==> src/rtl/nibble_add_sched.sv <==
// ============================================================================
// Module   : nibble_add_sched
// Brief    : Round-robin scheduler that time-shares one external 4-bit adder
//            slice to perform WIDTH-bit additions nibble-serially, LSB first.
// Revision : 1.0 - initial release
// ============================================================================
`default_nettype none

module nibble_add_sched #(
    parameter int WIDTH = 16
) (
    input  logic             clk,
    input  logic             rst_n,
    input  logic             req0_valid,
    output logic             req0_ready,
    input  logic [WIDTH-1:0] req0_a,
    input  logic [WIDTH-1:0] req0_b,
    input  logic             req0_cin,
    input  logic             req1_valid,
    output logic             req1_ready,
    input  logic [WIDTH-1:0] req1_a,
    input  logic [WIDTH-1:0] req1_b,
    input  logic             req1_cin,
    output logic [3:0]       adder_a,
    output logic [3:0]       adder_b,
    output logic             adder_cin,
    input  logic [3:0]       adder_sum,
    input  logic             adder_cout,
    output logic             rsp_valid,
    input  logic             rsp_ready,
    output logic             rsp_id,
    output logic [WIDTH-1:0] rsp_sum,
    output logic             rsp_cout,
    output logic             rsp_ovf
);

    localparam int NSLICE = WIDTH / 4;
    localparam int KW     = (NSLICE > 1) ? $clog2(NSLICE) : 1;
    localparam logic [KW-1:0] C_LAST_K = KW'(NSLICE - 1);

    typedef enum logic [1:0] {
        S_IDLE = 2'd0,
        S_RUN  = 2'd1,
        S_DONE = 2'd2
    } state_t;

    state_t           r_state;
    state_t           w_next;
    logic [KW-1:0]    r_k;
    logic             r_carry;
    logic             r_cin;
    logic             r_id;
    logic             r_last;
    logic             r_cout;
    logic             r_ovf;
    logic [WIDTH-1:0] r_a;
    logic [WIDTH-1:0] r_b;
    logic [WIDTH-1:0] r_res;

    logic             w_grant;
    logic             w_accept;
    logic             w_last_slice;
    logic             w_hs;
    logic [KW+1:0]    w_base;

    // Contention goes to whichever requester was not served last.
    always_comb begin
        w_grant      = (req0_valid && req1_valid) ? ~r_last : req1_valid;
        w_accept     = (r_state == S_IDLE) && (req0_valid || req1_valid);
        req0_ready   = (r_state == S_IDLE) && req0_valid && !w_grant;
        req1_ready   = (r_state == S_IDLE) && req1_valid && w_grant;
        w_last_slice = (r_k == C_LAST_K);
        w_base       = {r_k, 2'b00};
        w_hs         = (r_state == S_DONE) && rsp_ready;
    end

    always_comb begin
        adder_a   = 4'd0;
        adder_b   = 4'd0;
        adder_cin = 1'b0;
        if (r_state == S_RUN) begin
            adder_a   = r_a[w_base +: 4];
            adder_b   = r_b[w_base +: 4];
            adder_cin = (r_k == '0) ? r_cin : r_carry;
        end
    end

    always_comb begin
        w_next = r_state;
        case (r_state)
            S_IDLE:  if (w_accept) w_next = S_RUN;
            S_RUN:   if (w_last_slice) w_next = S_DONE;
            S_DONE:  if (rsp_ready) w_next = S_IDLE;
            default: w_next = S_IDLE;
        endcase
    end

    always_ff @(posedge clk or negedge rst_n) begin
        if (!rst_n) begin
            r_state <= S_IDLE;
            r_k     <= '0;
            r_carry <= 1'b0;
            r_cin   <= 1'b0;
            r_id    <= 1'b0;
            r_last  <= 1'b1;
            r_cout  <= 1'b0;
            r_ovf   <= 1'b0;
            r_a     <= '0;
            r_b     <= '0;
            r_res   <= '0;
        end else begin
            r_state <= w_next;
            case (r_state)
                S_IDLE: begin
                    if (w_accept) begin
                        r_a     <= w_grant ? req1_a   : req0_a;
                        r_b     <= w_grant ? req1_b   : req0_b;
                        r_cin   <= w_grant ? req1_cin : req0_cin;
                        r_id    <= w_grant;
                        r_k     <= '0;
                        r_carry <= 1'b0;
                    end
                end
                S_RUN: begin
                    r_res[w_base +: 4] <= adder_sum;
                    r_carry            <= adder_cout;
                    if (w_last_slice) begin
                        r_k    <= '0;
                        r_cout <= adder_cout;
                        // Overflow: like-signed operands producing an opposite-signed result.
                        r_ovf  <= (r_a[WIDTH-1] == r_b[WIDTH-1]) &&
                                  (adder_sum[3] != r_a[WIDTH-1]);
                    end else begin
                        r_k <= r_k + KW'(1);
                    end
                end
                S_DONE: begin
                    if (w_hs) r_last <= r_id;
                end
                default: ;
            endcase
        end
    end

    assign rsp_valid = (r_state == S_DONE);
    assign rsp_id    = r_id;
    assign rsp_sum   = r_res;
    assign rsp_cout  = r_cout;
    assign rsp_ovf   = r_ovf;

endmodule

`default_nettype wire

==> config.mk <==
export PLATFORM = sky130hd
export DESIGN_NAME = nibble_add_sched
export DESIGN_NICKNAME = d
export VERILOG_FILES = /design/src/rtl/nibble_add_sched.sv
export SDC_FILE = /design/constraint.sdc
export NUM_CORES = 1
export LEC_CHECK = 0
export CAP_MARGIN = 5
export CORE_MARGIN = 2
export CORE_UTILIZATION = 50
export CTS_CLUSTER_DIAMETER = 150
export DETAILED_ROUTE_END_ITERATION = 7
export PLACE_DENSITY = 0.95
export SYNTH_ARGS = -nofsm -noshare
export SYNTH_HDL_FRONTEND = slang
export SYNTH_SLANG_ARGS = --single-unit
==> constraint.sdc <==
create_clock -name clk -period 6.21 [get_ports clk]
set_clock_uncertainty 0.2 [all_clocks]
set_input_delay 1.242 -clock clk [delete_from_list [all_inputs] [get_ports clk]]
set_output_delay 1.242 -clock clk [all_outputs]
set_load 0.005 [all_outputs]
==> results_tabular.tex, run 1 <==
\begin{tabular}{lr}
\hline
Metric & Value \\
\hline
\multicolumn{2}{l}{\textbf{Worst setup path}} \\
CP endpoint kind & output port \\
Startpoint class of the critical path & primary input \\
Worst endpoint required time & 4.77 ns \\
Crit path arrival time & 3.31 ns \\
Max FO, Critical Path & 26 \\
R2r startpoint & r\_k[0] \\
Type of the worst setup path & primary input to output port \\
First element of the critical path & req0\_valid \\
\multicolumn{2}{l}{\textbf{Logic synthesis}} \\
Netlist area before placement & about 3300 µm² \\
Post-Syn Instances & approximately 230 \\
Commonest register cell after synthesis & dfrtp\_1 \\
Share of the synthesized area in the top cell type & $\sim$44\% \\
Number of different library cells in the post-synthesis netlist & 33 \\
Cell type contributing the most total cell area after synthesis & dfrtp\_1 \\
Number of synthesized flops with an enable pin & 0 \\
Post-synthesis net count & around 310 \\
Part of the Yosys area used for sequential elements & 44.5\% \\
Leading post-synthesis cells by cell area & dfrtp\_1 44\%, mux2\_4 26\%, mux4\_2 5.5\% \\
Fraction of registers with async set or reset after synthesis & 100\% \\
Most repeated cell in the gate-level netlist after synthesis & dfrtp\_1 \\
Post-synthesis sequential element count & 58 \\
Number of synthesis warnings & 0 \\
Average size of a mapped cell & 14.1 µm² \\
Ranking of synthesized cells by instance count & 57 x dfrtp\_1, 56 x mux2\_4, 21 x nand2\_1 \\
\multicolumn{2}{l}{\textbf{Floorplanning}} \\
Total number of placement rows & 29 \\
I/O pin count & 107 \\
Width of the die & 84.8 µm \\
DIE AREA & 7190 µm² \\
Core Footprint & 6350 µm² \\
Height of the chip & $\sim$85 µm \\
Effective utilization at floorplan & 51.4\% \\
\multicolumn{2}{l}{\textbf{CTS}} \\
CTS H-tree depth & 3 \\
Clk slew on worst S/H paths & 0.07 ns \\
Post-CTS Setup Bufs & 0 \\
Clock tree from TritonCTS & done \\
Root buf cell & clkbuf\_8 \\
Hold bufs inserted after CTS & 0 \\
Later-pin clock latency in the skew report & roughly 0.33 ns \\
Resize count post-CTS & 0 \\
Clock Sinks & between 50 and 60 \\
Number of buffers between clock root and the deepest sink & 2 \\
Inserted Clock Buffers & 9 \\
\multicolumn{2}{l}{\textbf{Final layout}} \\
Post-Route Utilization & 71.9\% \\
Post-layout nets & 419 \\
Ratio of cells with drive above 1 in the final layout & 29.7\% \\
Growth of design area from synthesis to finish & 39.8\% \\
Count of antenna diodes in the layout & 0 \\
\multicolumn{2}{l}{\textbf{Global route}} \\
Antenna violations before repair & 0 \\
Pin count of the biggest net entering global routing & 59 \\
Tot GR Track Use & between 20\% and 30\% \\
Global-route wire length before repair & 11700 µm \\
Number of global-route vias before repair & 2353 \\
Total global routing overflow & 0 \\
\multicolumn{2}{l}{\textbf{STA}} \\
RSZ-0062 raised after global routing & no \\
Timing-limited maximum frequency & 0.210 GHz \\
Final Max Slew Viols & 0 \\
Count of final hold-check violations & 0 \\
Ratio of final minimum period to clock period & between 70 and 80\% \\
Post-route minimum period & 4.75 ns \\
Accumulated negative setup slack & 0 ns \\
Relative slew slack & roughly a quarter \\
Final setup vio count & 0 \\
Worst Tran Pin Value & 1.11 ns \\
\multicolumn{2}{l}{\textbf{Placed design}} \\
Final weighted congestion in routability-driven placement & 0.854 \\
Estimated wirelength of the detail-placed design & 5270 µm \\
IO buf count & 106 \\
\multicolumn{2}{l}{\textbf{Power}} \\
Share of total power in sequential cells & 33.1\% \\
Net Sw Frac & 29.6\% \\
Leak pwr & 2.01 nW \\
Clock power share & just over 20\% \\
Net Sw Power & 0.636 mW \\
Combinational cell fraction of total power & 46.5\% \\
Internal Dissipation & 1.51 mW \\
Cell Pwr Density & 471 nW/µm² \\
Worst voltage drop across the vdd grid & 0.000315 V \\
\multicolumn{2}{l}{\textbf{Routing}} \\
Pre-Repair DR Iteration Count & 4 \\
Overall via count from detail\_route & about 2.2k \\
Initial DRC Count & 74 \\
Routed wire length per instance & 16.9 µm \\
Sum of routed wire length over all layers & 7110 µm \\
DRC violation count after routing & 0 \\
Count of nets left with antenna violations after detail routing & 0 \\
Avg Vias per Cell & about 5.4 \\
\multicolumn{2}{l}{\textbf{Status}} \\
Outcome & completed \\
\multicolumn{2}{l}{\textbf{Run}} \\
Maximum capacitance violations & 0 \\
\multicolumn{2}{l}{\textbf{Min path}} \\
Hold Path Origin & rsp\_sum[5] \\
Worst min path class & flip-flop to flip-flop \\
\hline
\end{tabular}
==> routing by layer <==
metal	track usage, %	vias up	share of wire [%]
li1	-	1048	-
met1	24.3	1110	39
met2	38.8	81	55
met3	5.45	9	5.6
met4	5.63	0	1.0
met5	0	-	0
==> power by group through the flow <==
stage | registers (mW) | clock network, mW | logic, mW
global route | 0.737 | 0.460 | 1.08
global placement | 0.705 | 0 | 0.971
CTS | 0.714 | 0.443 | 1.01
finish | 0.711 | 0.438 | 1.00
floorplan | 0.649 | 0 | 0.706
detailed placement | 0.719 | 0 | 1.00
==> worst max-delay path: stages <==
cell	delay, ns
clkdlybuf4s50_1	0.52
a21bo_2	0.36
buf_4	0.45
and3_1	0.22
clkdlybuf4s50_1	0.50
==> metrics by stage <==
step	hold slack (ns)	cells	cell area (µm²)	total power, mW	setup WS, ns
6_report	0.287	420	4560	2.15	1.46
5_1_grt	0.313	420	4560	2.28	1.36
4_1_cts	0.291	420	4560	2.17	1.42
3_5_place_dp	0.276	404	4310	1.72	1.42
3_3_place_gp	0.263	404	4310	1.68	1.49
2_1_floorplan	0.273	232	3270	1.35	2.84
==> path summary, 6_finish.rpt <==
path                                     to  slack [ns]  cells past startpoint
worst max-delay path             req0_ready        1.46                      5
worst min-delay path             rsp_sum[5]        0.29                      2
worst max register to register  rsp_sum[12]        3.70                      4
worst min register to register   rsp_sum[5]        0.29                      2
max in group asynchronous           r_a[11]        4.49                      2
min in group asynchronous        rsp_sum[8]        0.85                      2
==> cell type report <==
type | instances | area (µm²)
clock buffers | 11 | 151
clock inverters | 5 | 100
fillers | 436 | 1790
inverters | 5 | 18.8
multi-input cells | 156 | 1670
flip-flops and latches | 58 | 1450
well taps | 77 | 96.3
repair buffers | 108 | 1070
==> state kept, by name, indices dropped and copies added, names as in the netlist <==
name / count
r_cin: 1
rsp_id: 1
r_a: 16
r_carry: 1
r_b: 16
rsp_ovf: 1
r_k: 2
rsp_sum: 16
rsp_cout: 1
r_state: 2
r_last: 1
==> kinds of logic (layout without fill, tap and decap cells) <==
kind of cell,Yosys count,after routing,share of synthesized area (%)
simple gates,47,47,8.24
flops,58,58,44.5
mux,76,76,35.4
buf+inv,18,129,4.29
fa+ha+maj,5,5,1.92
compound gates,28,28,5.71
==> placed cells by master (no fill, tap or decap), drive strengths merged, types with 3 or more instances in the layout <==
cell type      Yosys  layout
clkbuf             2      11
nand3b             4       4
mux4               8       8
ha                 5       5
nor4b              3       3
mux2              67      67
o21ai             13      13
nor2b              8       8
clkdlybuf4s50      0     105
nor2               4       4
a22o               8       8
dfrtp             57      57
buf               11       3
nand2             21      21
bufinv             0       3
inv                5       5
Note: power is estimated with default switching activity, not from simulation.
==> inputs of run 2 (changes only) <==
CORE_UTILIZATION = 42   (was 50)
PLACE_DENSITY = 0.87   (was 0.95)
clock period = 4.3 ns   (was 6.21 ns; I/O delays follow)
==> run 2 against run 1 <==
Net effect:
- cell area shrank 0.93%
- via count shrank 3.2%
- core utilization shrank 13 points
- critical path depth is the same
- sequential cell count is the same
- global-route usage shrank 3.9 points
- non-clock buffer count grew 1
- critical path type is now flip-flop to output port
==> results_tabular.tex, run 2 (synthesized netlist as in run 1, its figures left out) <==
\begin{tabular}{lr}
\hline
Metric & Value \\
\hline
\multicolumn{2}{l}{\textbf{Final layout}} \\
Post-layout nets & 420 (+0.24\%) \\
Commonest non-fill, non-tap cell in the layout & clkdlybuf4s50\_1 \\
Ratio of cells with drive above 1 in the final layout & 28.5\% (-1.2 points) \\
Count of antenna diodes in the layout & 0 (unchanged) \\
Most frequent cells in the layout & 105 x clkdlybuf4s50\_1, 57 x dfrtp\_1, 56 x mux2\_4, 21 x nand2\_1 \\
Growth of design area from synthesis to finish & 38.5\% \\
Non-filler cells, final & 446 (+6.2\%) \\
\multicolumn{2}{l}{\textbf{Global route}} \\
Pin count of the biggest net entering global routing & 34 (-42\%) \\
Global-route wire length before repair & 11300 µm (-3.9\%) \\
Tot GR Track Use & 17.2\% (-3.9 points) \\
Antenna violations before repair & 0 (unchanged) \\
Total global routing overflow & 0 (unchanged) \\
Number of global-route vias before repair & 2298 (-2.3\%) \\
\multicolumn{2}{l}{\textbf{Power}} \\
Leak pwr & 1.97 nW (-1.9\%) \\
Cell Pwr Density & 639 nW/µm² (+36\%) \\
Worst voltage drop across the vdd grid & 0.000210 V (-33\%) \\
Overall power of the completed layout & 2.89 mW (+35\%) \\
\multicolumn{2}{l}{\textbf{STA}} \\
Relative slew slack & 45.5\% (+19 points) \\
Ratio of final minimum period to clock period & between 80\% and 90\% \\
Worst Tran Pin Value & 0.818 ns (-0.291 ns) \\
Final Max Slew Viols & 0 (unchanged) \\
Final setup vio count & 0 (unchanged) \\
Count of final hold-check violations & 0 (unchanged) \\
Timing-limited maximum frequency & about 0.28 GHz \\
Accumulated negative setup slack & 0 ns (unchanged) \\
RSZ-0062 raised after global routing & no \\
Post-route minimum period & 3.59 ns \\
\multicolumn{2}{l}{\textbf{CTS}} \\
Hold bufs inserted after CTS & 0 (unchanged) \\
Post-CTS Setup Bufs & 0 (unchanged) \\
Root buf cell & clkbuf\_8 \\
Clock Sinks & 58 (unchanged) \\
Later-pin clock latency in the skew report & 0.32 ns (about the same) \\
Clock tree from TritonCTS & done \\
Resize count post-CTS & 0 (unchanged) \\
Clk slew on worst S/H paths & 0.06 ns (about the same) \\
Number of buffers between clock root and the deepest sink & 2 (unchanged) \\
CTS H-tree depth & 3 (unchanged) \\
Inserted Clock Buffers & 9 (unchanged) \\
\multicolumn{2}{l}{\textbf{Run}} \\
Maximum capacitance violations & 0 (unchanged) \\
\multicolumn{2}{l}{\textbf{Worst setup path}} \\
Slowest cell on the critical path & dfrtp\_1 \\
Cell depth of the worst flop-to-flop path & 5 (+1) \\
Critical Path Stages & 5 (unchanged) \\
Startpoint class of the critical path & flip-flop \\
Crit-path cells & inv\_1, ha\_1, mux2i\_1, nor2\_1, clkdlybuf4s50\_1 \\
Worst endpoint required time & 3.24 ns (-1.53 ns) \\
Largest stage delay on the critical path & 0.87 ns (+0.35 ns) \\
Kind of cell adding the most delay to the critical path & flip-flops \\
Type of the worst setup path & flip-flop to output port \\
Buffering stage count on the worst path with inverters included & 2 (-1) \\
Max FO, Critical Path & 16 (-38\%) \\
CP endpoint kind & output port \\
Crit path arrival time & 2.53 ns (-0.78 ns) \\
\multicolumn{2}{l}{\textbf{Routing}} \\
Pre-Repair DR Iteration Count & 4 (unchanged) \\
Initial DRC Count & 53 (-28\%) \\
Avg Vias per Cell & 4.88 (-8.8\%) \\
Overall via count from detail\_route & 2177 (-3.2\%) \\
Routed wire length per instance & 14.9 µm (-12\%) \\
Sum of routed wire length over all layers & 6650 µm (-6.4\%) \\
DRC violation count after routing & 0 (unchanged) \\
Count of nets left with antenna violations after detail routing & 0 (unchanged) \\
\multicolumn{2}{l}{\textbf{Min path}} \\
Worst Hold Depth & 2 (unchanged) \\
Worst min path class & flip-flop to flip-flop \\
\multicolumn{2}{l}{\textbf{Floorplanning}} \\
Total number of placement rows & 32 (+10\%) \\
Height of the chip & 92.2 µm (+8.7\%) \\
I/O pin count & 107 (unchanged) \\
Width of the die & 92.2 µm (+8.7\%) \\
Core Footprint & 7650 µm² (+20\%) \\
DIE AREA & 8500 µm² (+18\%) \\
Effective utilization at floorplan & 42.7\% (-8.7 points) \\
\multicolumn{2}{l}{\textbf{Status}} \\
Outcome & completed \\
\multicolumn{2}{l}{\textbf{Placed design}} \\
IO buf count & 106 (unchanged) \\
Final weighted congestion in routability-driven placement & 0.788 (-7.8\%) \\
Post-Place Cells & 430 (+6.4\%) \\
Estimated wirelength of the detail-placed design & 5070 µm (-3.8\%) \\
\hline
\end{tabular}
==> run 2: final timing paths <==
check | from | end | slack (ns)
min | rsp_cout | rsp_cout | 0.27
max in group asynchronous | rst_n | r_last | 2.68
max | r_k[0] | adder_cin | 0.71
min reg2reg | rsp_cout | rsp_cout | 0.27
min in group asynchronous | rst_n | r_b[3] | 0.35
max reg2reg | r_k[0] | rsp_sum[8] | 1.82
==> run 2: power breakdown <==
group          switching, mW  leakage [nW]  internal [mW]
logic                  0.481          1.17          0.952
registers              0.213         0.717          0.815
clock network          0.188        0.0850          0.242
total                  0.881          1.97           2.01
==> run 2: through the flow <==
step | hold WS (ns) | utilization (%) | area, µm² | setup WS, ns
3_3_place_gp | 0.266 | 56.9 | 4350 | 0.940
5_1_grt | 0.313 | 59.1 | 4520 | 0.470
3_5_place_dp | 0.271 | 56.9 | 4350 | 0.788
4_1_cts | 0.283 | 59.1 | 4520 | 0.644
6_report | 0.274 | 59.1 | 4520 | 0.710
2_1_floorplan | 0.273 | - | 3270 | 1.69
==> run 2: area by class of cell <==
type / instances / area [µm²]
tap: 102 / 128
inverter: 5 / 18.8
timing repair buffer: 109 / 1080
sequential: 58 / 1450
fill: 608 / 3130
clock buffer: 16 / 170
multi-input combinational: 156 / 1670
==> run 2: routing by layer <==
metal  wire (µm)  up-vias  GRT usage [%]
met3         374        6           4.60
met5           0        -              0
met4          57        0           5.35
met2        3450       70           29.5
met1        2770     1052           21.2
li1            -     1049              -
==> run 2: worst min-delay path, cell delays in order (launching register included) <==
cell	delay, ns
dfrtp_1	0.34
nand2_1	0.04
o21ai_0	0.06
